<file path="src/rtl/codec_i2c_pkg.sv">
// ---------------------------------------------------------------------------
// codec_i2c_pkg
// Definitions shared by the codec register writer and the I2C byte engine:
//   - engine op encoding (IDLE / WRITE / READ)
//   - register-writer FSM state enum
//   - bit_rev8: byte reversal, used when the engine shifts LSB first
// ---------------------------------------------------------------------------
package codec_i2c_pkg;

    localparam logic [1:0] C_OP_IDLE  = 2'd0;
    localparam logic [1:0] C_OP_WRITE = 2'd1;
    localparam logic [1:0] C_OP_READ  = 2'd2;

    typedef enum logic [2:0] {
        S_IDLE  = 3'd0,
        S_GAP   = 3'd1,
        S_SEND  = 3'd2,
        S_CHECK = 3'd3,
        S_DONE  = 3'd4,
        S_ERR   = 3'd5
    } wr_state_t;

    function automatic logic [7:0] bit_rev8(input logic [7:0] b);
        logic [7:0] r;
        for (int i = 0; i < 8; i++) begin
            r[i] = b[7-i];
        end
        return r;
    endfunction

endpackage

</file>
<file path="src/rtl/codec_reg_writer.sv">
// ---------------------------------------------------------------------------
// codec_reg_writer
// Turns one codec register write (7-bit reg address, 9-bit data) into the
// three-byte I2C write {dev_addr,W} / {reg_addr,data[8]} / data[7:0] and
// drives the byte engine through it. Each byte window is timed locally. The
// slave ACK is checked after every byte, and a NACK restarts the whole
// transaction up to C_MAX_RETRY times.
//
// Ports
//   clk, rst            clock, synchronous active-high reset
//   cmd_valid/ready     command handshake (ready only while idle)
//   cmd_addr, cmd_data  register address / data, latched on accept
//   busy                high from accept until the done / error pulse
//   done                1-cycle pulse: all three bytes ACKed
//   nack_err            1-cycle pulse: retries exhausted
//   err_sticky          set with nack_err, cleared only by rst
//   eng_op, eng_wdata   command and byte to the I2C byte engine
//   eng_ack             ACK bit the engine sampled (1 = NACK)
// ---------------------------------------------------------------------------
module codec_reg_writer
    import codec_i2c_pkg::*;
#(
    parameter logic [15:0] C_CLK_DIVISOR = 16'd2,
    parameter logic [6:0]  C_DEV_ADDR    = 7'h1A,
    parameter logic [7:0]  C_GAP_CYCLES  = 8'd4,
    parameter logic [1:0]  C_MAX_RETRY   = 2'd2,
    parameter logic        C_LSB_FIRST   = 1'b1
) (
    input  logic       clk,
    input  logic       rst,
    input  logic       cmd_valid,
    output logic       cmd_ready,
    input  logic [6:0] cmd_addr,
    input  logic [8:0] cmd_data,
    output logic       busy,
    output logic       done,
    output logic       nack_err,
    output logic       err_sticky,
    output logic [1:0] eng_op,
    output logic [7:0] eng_wdata,
    input  logic       eng_ack
);

    // One byte window: 8 data bits plus the ACK bit, each C_CLK_DIVISOR+1 clocks.
    localparam logic [19:0] C_BYTE_CYCLES = 20'd9 * (20'(C_CLK_DIVISOR) + 20'd1);
    localparam logic [19:0] C_BYTE_LAST   = C_BYTE_CYCLES - 20'd1;
    localparam logic [19:0] C_GAP_LAST    = 20'(C_GAP_CYCLES) - 20'd1;

    wr_state_t   state_q, state_d;
    logic [1:0]  idx_q, idx_d;
    logic [1:0]  retry_q, retry_d;
    logic [19:0] cyc_q, cyc_d;
    logic [23:0] frame_q, frame_d;
    logic [7:0]  wdata_q, wdata_d;
    logic        sticky_q, sticky_d;
    logic [7:0]  cur_byte;

    always_comb begin
        state_d  = state_q;
        idx_d    = idx_q;
        retry_d  = retry_q;
        cyc_d    = cyc_q;
        frame_d  = frame_q;
        wdata_d  = wdata_q;
        sticky_d = sticky_q;

        case (idx_q)
            2'd0:    cur_byte = frame_q[23:16];
            2'd1:    cur_byte = frame_q[15:8];
            default: cur_byte = frame_q[7:0];
        endcase

        case (state_q)
            S_IDLE: begin
                if (cmd_valid) begin
                    frame_d = {C_DEV_ADDR, 1'b0, cmd_addr, cmd_data};
                    idx_d   = 2'd0;
                    retry_d = 2'd0;
                    cyc_d   = 20'd0;
                    state_d = S_GAP;
                end
            end
            S_GAP: begin
                // Byte is loaded while op is IDLE so it is settled before WRITE.
                wdata_d = C_LSB_FIRST ? bit_rev8(cur_byte) : cur_byte;
                if (cyc_q == C_GAP_LAST) begin
                    cyc_d   = 20'd0;
                    state_d = S_SEND;
                end else begin
                    cyc_d = cyc_q + 20'd1;
                end
            end
            S_SEND: begin
                if (cyc_q == C_BYTE_LAST) begin
                    cyc_d   = 20'd0;
                    state_d = S_CHECK;
                end else begin
                    cyc_d = cyc_q + 20'd1;
                end
            end
            S_CHECK: begin
                cyc_d = 20'd0;
                if (!eng_ack) begin
                    if (idx_q == 2'd2) begin
                        state_d = S_DONE;
                    end else begin
                        idx_d   = idx_q + 2'd1;
                        state_d = S_GAP;
                    end
                end else if (retry_q < C_MAX_RETRY) begin
                    // Whole transaction restarts from the device address byte.
                    retry_d = retry_q + 2'd1;
                    idx_d   = 2'd0;
                    state_d = S_GAP;
                end else begin
                    state_d = S_ERR;
                end
            end
            S_DONE: begin
                state_d = S_IDLE;
            end
            S_ERR: begin
                sticky_d = 1'b1;
                state_d  = S_IDLE;
            end
            default: begin
                state_d = S_IDLE;
            end
        endcase
    end

    always_ff @(posedge clk) begin
        if (rst) begin
            state_q  <= S_IDLE;
            idx_q    <= 2'd0;
            retry_q  <= 2'd0;
            cyc_q    <= 20'd0;
            wdata_q  <= 8'hFF;
            sticky_q <= 1'b0;
        end else begin
            state_q  <= state_d;
            idx_q    <= idx_d;
            retry_q  <= retry_d;
            cyc_q    <= cyc_d;
            wdata_q  <= wdata_d;
            sticky_q <= sticky_d;
        end
    end

    // Command frame is pure data; a new accept always overwrites it.
    always_ff @(posedge clk) begin
        frame_q <= frame_d;
    end

    // Outputs decode directly from the state register, so a reset returns
    // eng_op to IDLE and drops busy within one cycle. CHECK keeps WRITE so
    // the engine's ACK capture is not cleared before it is sampled.
    always_comb begin
        eng_op     = C_OP_IDLE;
        cmd_ready  = 1'b0;
        busy       = 1'b1;
        done       = 1'b0;
        nack_err   = 1'b0;
        case (state_q)
            S_IDLE: begin
                cmd_ready = 1'b1;
                busy      = 1'b0;
            end
            S_SEND, S_CHECK: eng_op   = C_OP_WRITE;
            S_DONE:          done     = 1'b1;
            S_ERR:           nack_err = 1'b1;
            default:         eng_op   = C_OP_IDLE;
        endcase
    end

    assign eng_wdata  = wdata_q;
    assign err_sticky = sticky_q;

endmodule
</file>
<file path="config.mk">
export PLATFORM = sky130hd
export DESIGN_NAME = codec_reg_writer
export DESIGN_NICKNAME = d
export VERILOG_FILES = /design/src/rtl/codec_i2c_pkg.sv /design/src/rtl/codec_reg_writer.sv
export SDC_FILE = /design/constraint.sdc
export NUM_CORES = 1
export LEC_CHECK = 0
export ABC_CLOCK_PERIOD_IN_PS = 4880
export CORE_ASPECT_RATIO = 0.5
export CORE_MARGIN = 2
export CORE_UTILIZATION = 55
export DETAILED_ROUTE_END_ITERATION = 8
export GPL_ROUTABILITY_DRIVEN = 0
export PLACE_DENSITY_LB_ADDON = 0.08
export SLEW_MARGIN = 20
export SYNTH_ARGS = -nofsm -noshare
export SYNTH_HDL_FRONTEND = slang
export SYNTH_SLANG_ARGS = --single-unit
</file>
<file path="constraint.sdc">
create_clock -name clk -period 4.88 [get_ports clk]
set_input_delay 0.732 -clock clk [delete_from_list [all_inputs] [get_ports clk]]
set_output_delay 0.732 -clock clk [all_outputs]
set_load 0.005 [all_outputs]
</file>
==> results.ini, run 1 <==
[synthesis]
synth.largest_area_cell=dfxtp_1
async_reset_ff_share_pct=0
synthFlopType=dfxtp_1
synth_most_common_cell=dfxtp_1
yosysSeqAreaShare_pct=50.39
yosysWarnings=0
postSynthCellCount=243
ys_ff_latch=52
ys_top_cells_by_count=36 x dfxtp_1, 33 x nor2_1, 17 x nand2_1
ys_types=46
synth_area_leaders=dfxtp_1 30%, edfxtp_1 20%, nor2_1 5.2%
yosysTopAreaCellShare_pct=30.24
syn_area_um2=2384
synth.avg_cell_area_um2=9.809
synth_edf_count=16
synth_fp_nets=268

[drt]
drt_iter0_markers=115
drcViolationCount=0
viasPerCell=5.675
wire_per_inst_um=13.57
finalWirelength_um=4425
via_count=1850
postRouteAntennaNets=0
drtPass1Iterations=4

[critical_path]
worstSetupStartpointType=flip-flop
path_max_fanout=10
crit_chain=inv_1 -> nor3_1 -> clkdlybuf4s50_1
cpMaxStageDelayCell=dfxtp_1
worstSetupStartpoint=state_q[2]
worstPathRequired_ns=4.15
r2r-start=cyc_q[2]
max_stage_delay_ns=0.53
end_kind=output port
cp.arrival_ns=1.78
crit_type=reg2out

[global_route]
antenna_found_initial=0
grt_max_degree=28
overflow=0
grt_pass1_wl_um=7541
grtUsageTotal_pct=19.46
grt_pass1_vias=1654

[clock_tree]
clock_path_buffers=2
clk_pin_slew_ns=0.09
cts_tree=done
cts_root_buffer=clkbuf_8
clock_latency_ns=0.31
postCtsSetupBuffers=0
cts-resized-gates=0
clock_sinks=52
ctsHoldBuffers=0
numCtsBuffers=5
htreeDepth=2

[hold_path]
hold_start=eng_wdata[1]
hp-class=reg2reg

[status]
status=complete, no violations

[final_layout]
fin_nets=296
fin_cells=326
area_growth_pct=17.59
diodes=0
drive_above_1_share_pct=5.882
fin_util_pct=69.65
fill_cells=309
register_area_um2=1201
multiInputGateArea_um2=1059

[timing]
setup_ws_ns=2.373
post-route-period-util_pct=51.38
hold_ws_ns=0.4727
fin_setup_tns_ns=0
max_slew.worst_pin.slew_ns=0.9322
period_needed_ns=2.507
max_slew_margin_pct=37.66
finalSetupViolations=0
hold_viol_final=0
rsz0062_at_grt=no
fmax_ghz=0.3988
finClkSkew_ns=0.005361
slew_viol_final=0

[floorplan]
die_w_um=97.10
dieArea_um2=4908
coreArea_um2=4024
num_io_pins=35
die_h_um=50.55
rows=16
start_util_pct=59.24

[run]
maxCapViolCount=0

[place]
io_buffers=33
numPlacedInstances=318
place_ws_ns=2.397
dp_hpwl_um=3108

[power_and_ir_drop]
p_leak_uw=0.0009916
vdd_ir_drop_max_mv=0.2092
p_per_area_nw_per_um2=388.1

-- path summary, 6_finish.rpt --
| check | end | slack (ns) | cells past startpoint |
|---|---|---|---|
| worst max-delay path | done | 2.37 | 3 |
| worst min-delay path | eng_wdata[1] | 0.47 | 1 |
| worst max register to register | cyc_q[6] | 2.70 | 5 |
| worst min register to register | eng_wdata[1] | 0.47 | 1 |
-- cell usage in the layout, fill, tap and decap left out, types with 5 or more instances in the layout --
cell type         n
nor3_1            8
xor2_1           10
nand2_1          17
a31oi_1           5
o21ai_0           5
a211o_1           8
nor4_1            6
dfxtp_1          36
clkbuf_8          5
a211oi_1          6
a22oi_1           6
ha_1              5
inv_1             8
clkdlybuf4s50_1  33
nor2_1           33
nand3_1          10
edfxtp_1         16
-- where the power goes --
part           total (µW)  internal (µW)  switching [µW]
Clock                 291            152             139
Combinational         256            125             131
Sequential            541            506            35.1
-- state kept, by name, indices dropped and copies added, names as in the netlist --
name / count
cyc_q: 20
frame_q: 16
eng_wdata: 8
state_q: 3
idx_q: 2
retry_q: 2
err_sticky: 1
-- metrics by stage --
| step | total power [µW] | area (µm²) |
|---|---|---|
| 2_1_floorplan | 717.7 | 2384 |
| 3_3_place_gp | 799.3 | 2695 |
| 3_5_place_dp | 807.1 | 2695 |
| 4_1_cts | 1100 | 2803 |
| 5_1_grt | 1145 | 2803 |
| 6_report | 1088 | 2803 |
-- layer usage --
| metal | share of wire (%) | global-route usage, % | up-vias |
|---|---|---|---|
| met5 | 0 | 0 | - |
| met1 | 47 | 26.00 | 853 |
| li1 | - | - | 937 |
| met2 | 44 | 30.09 | 55 |
| met4 | 0.95 | 6.338 | 0 |
| met3 | 8.0 | 6.685 | 5 |
-- logic make-up (layout without fill, tap and decap cells) --
kind of cell | count (synthesis) | in the layout | share of synthesized area, %
buf+inv | 21 | 50 | 5.196
simple gates | 105 | 105 | 22.41
compound gates | 46 | 46 | 14.38
fa+ha+maj | 5 | 5 | 2.625
flops | 52 | 52 | 50.39
xor+xnor | 12 | 12 | 4.409
mux | 1 | 1 | 0.4200
other cells | 1 | 1 | 0.1573
-- layout make-up --
class | instances | area share, %
clock buffer | 6 | 2.589
clock inverter | 2 | 1.250
inverter | 8 | 1.071
multi-input combinational | 170 | 37.77
sequential | 52 | 42.86
tap | 54 | 2.411
timing repair buffer | 34 | 12.05
-- worst max-delay path, delay by kind of cell, from the launching register on --
family | cells | cell delay (ns)
buffers and inverters | 2 | 0.73
flip-flops | 1 | 0.53
AND/OR/NAND/NOR | 1 | 0.21
(Power assumes the default switching activity.)
==> inputs of run 2 (changes only) <==
--- a/config.mk
+++ b/config.mk
@@ -5,10 +5,10 @@
 export SDC_FILE = /design/constraint.sdc
 export NUM_CORES = 1
 export LEC_CHECK = 0
-export ABC_CLOCK_PERIOD_IN_PS = 4880
+export ABC_CLOCK_PERIOD_IN_PS = 2300
 export CORE_ASPECT_RATIO = 0.5
 export CORE_MARGIN = 2
-export CORE_UTILIZATION = 55
+export CORE_UTILIZATION = 48
 export DETAILED_ROUTE_END_ITERATION = 8
 export GPL_ROUTABILITY_DRIVEN = 0
 export PLACE_DENSITY_LB_ADDON = 0.08
==> constraint.sdc (replaced) <==
create_clock -name clk -period 2.3 [get_ports clk]
set_input_delay 0.345 -clock clk [delete_from_list [all_inputs] [get_ports clk]]
set_output_delay 0.345 -clock clk [all_outputs]
set_load 0.005 [all_outputs]
==> results.ini, run 2 (same netlist as run 1, synthesis figures left out) <==
[critical_path]
worstPathRequired_ns=1.96  ; -2.19 ns
crit_type=reg2out
r2r_cells=7  ; +2
crit_family=flip-flops
worstSetupStartpointType=flip-flop
end_kind=output port
cp.depth=3  ; unchanged
rrSetupSlack_ns=0.31  ; -2.39 ns
max_stage_delay_ns=0.52  ; about the same
critPathBufInv=1  ; -1
path_max_fanout=11  ; +1
cpMaxStageDelayCell=dfxtp_1
cp.arrival_ns=1.66  ; -0.12 ns
crit_chain=nand2b_1 -> nor2_1 -> clkdlybuf4s50_1

[power_and_ir_drop]
p_int_uw=1576  ; +100%
p_leak_uw=0.001005  ; +1.3%
p_per_area_nw_per_um2=798.6  ; +110%
p_sw_share_pct=30.42  ; +2.4 points
power_uw=2265  ; +110%
pwr-share-seq_pct=50.7  ; +1.0 points
vdd_ir_drop_max_mv=0.3889  ; +86%
pwr-share-comb_pct=25.3  ; +1.8 points
pwr-share-clk_pct=23.9  ; -2.9 points
p_switching_uw=689.2  ; +130%

[drt]
postRouteAntennaNets=0  ; unchanged
drcViolationCount=0  ; unchanged
via_count=1866  ; +0.86%
drt_iter0_markers=54  ; -53%
wire_per_inst_um=13.91  ; +2.5%
finalWirelength_um=4812  ; +8.7%
drtPass1Iterations=4  ; unchanged
viasPerCell=5.393  ; -5.0%

[timing]
max_slew_margin_pct=46.27  ; +8.6 points
rsz0062_at_grt=no
finClkSkew_ns=0.005387  ; +0.00002609 ns
slew_viol_final=0  ; unchanged
max_slew.worst_pin.slew_ns=0.8042  ; -0.1280 ns
fmax_ghz=0.4999
hold_viol_final=0  ; unchanged
fin_setup_tns_ns=0  ; unchanged
period_needed_ns=2.000
finalSetupViolations=0  ; unchanged
post-route-period-util_pct=86.98

[final_layout]
final_cell_mix=36 x dfxtp_1, 33 x nor2_1, 33 x clkdlybuf4s50_1
fin_nets=300  ; +1.4%
layout_commonest_cell=dfxtp_1
diodes=0  ; unchanged
area_growth_pct=19.00
largest_reg_flops=20  ; unchanged
largest_register=cyc_q
drive_above_1_share_pct=7.609  ; +1.7 points

[clock_tree]
clk_pin_slew_ns=0.09  ; about the same
clock_path_buffers=2  ; unchanged
numCtsBuffers=5  ; unchanged
clock_sinks=52  ; unchanged
cts_root_buffer=clkbuf_8
cts_tree=done
clock_latency_ns=0.31  ; about the same
postCtsSetupBuffers=0  ; unchanged
cts-resized-gates=0  ; unchanged
htreeDepth=2  ; unchanged
ctsHoldBuffers=0  ; unchanged

[place]
io_buffers=33  ; unchanged
dp_hpwl_um=3392  ; +9.2%

[global_route]
grt_max_degree=25  ; -11%
grt_pass1_wl_um=8142  ; +8.0%
grt_pass1_vias=1700  ; +2.8%
grtUsageTotal_pct=18.69  ; -0.77 points
overflow=0  ; unchanged
antenna_found_initial=0  ; unchanged

[floorplan]
num_io_pins=35  ; unchanged
start_util_pct=49.22  ; -10 points
die_h_um=53.83  ; +6.5%
rows=18  ; +2
die_w_um=103.7  ; +6.8%
coreArea_um2=4842  ; +20%
dieArea_um2=5580  ; +14%

[run]
maxCapViolCount=0  ; unchanged

[hold_path]
whs_path_depth=2  ; +1
hp-class=reg2reg

[status]
status=complete, no violations

run 2: cell count changes in the layout (fill, tap and decap cells not counted):
cell | before | now
clkbuf_1 | 1 | 0
buf_4 | 1 | 5
bufinv_16 | 1 | 0
clkinv_4 | 0 | 1
inv_6 | 0 | 1
run 2: metal layers:
layer  GRT usage (%)  wire length (µm)
met4           4.730                31
met1           24.42              2384
met5               0                 0
met3           5.569               232
met2           31.35              2163
run 2: power groups by stage:
stage / clock network (µW) / logic, µW / registers [µW]
6_report: 542 / 574 / 1150
5_1_grt: 591 / 640 / 1160
4_1_cts: 560 / 581 / 1150
3_5_place_dp: 0 / 578 / 1170
3_3_place_gp: 0 / 566 / 1160
2_1_floorplan: 0 / 380 / 1140
run 2: layout make-up:
class                   instances  area [µm²]
fillers                       438        2006
flip-flops and latches         52        1201
multi-input cells             170        1059
repair buffers                 38       367.9
well taps                      70       87.58
clock buffers                   5       68.82
inverters                       8       30.03
clock inverters                 3       22.52
run 2: through the flow:
| stage | hold slack, ns | setup WS [ns] | cell area [µm²] | util [%] | instances |
|---|---|---|---|---|---|
| 2_1_floorplan | 0.4439 | 0.3283 | 2384 | - | 243 |
| 3_3_place_gp | 0.4486 | 0.2303 | 2745 | 56.69 | 338 |
| 6_report | 0.4755 | 0.2995 | 2836 | 58.58 | 346 |
| 5_1_grt | 0.5020 | 0.1413 | 2836 | 58.58 | 346 |
| 3_5_place_dp | 0.4488 | 0.1788 | 2745 | 56.69 | 338 |
| 4_1_cts | 0.4825 | 0.3026 | 2836 | 58.58 | 346 |
run 2: path summary, 6_finish.rpt:
kind                                   end        from
worst max register to register   cyc_q[15]    cyc_q[0]
worst max-delay path              nack_err  state_q[0]
worst min register to register  err_sticky  err_sticky
worst min-delay path            err_sticky  err_sticky
run 2: tightest hold or removal path: stages (launching register included):
cell and delay [ns]:
dfxtp_1 0.33, nor2_1 0.04, nor2_1 0.07
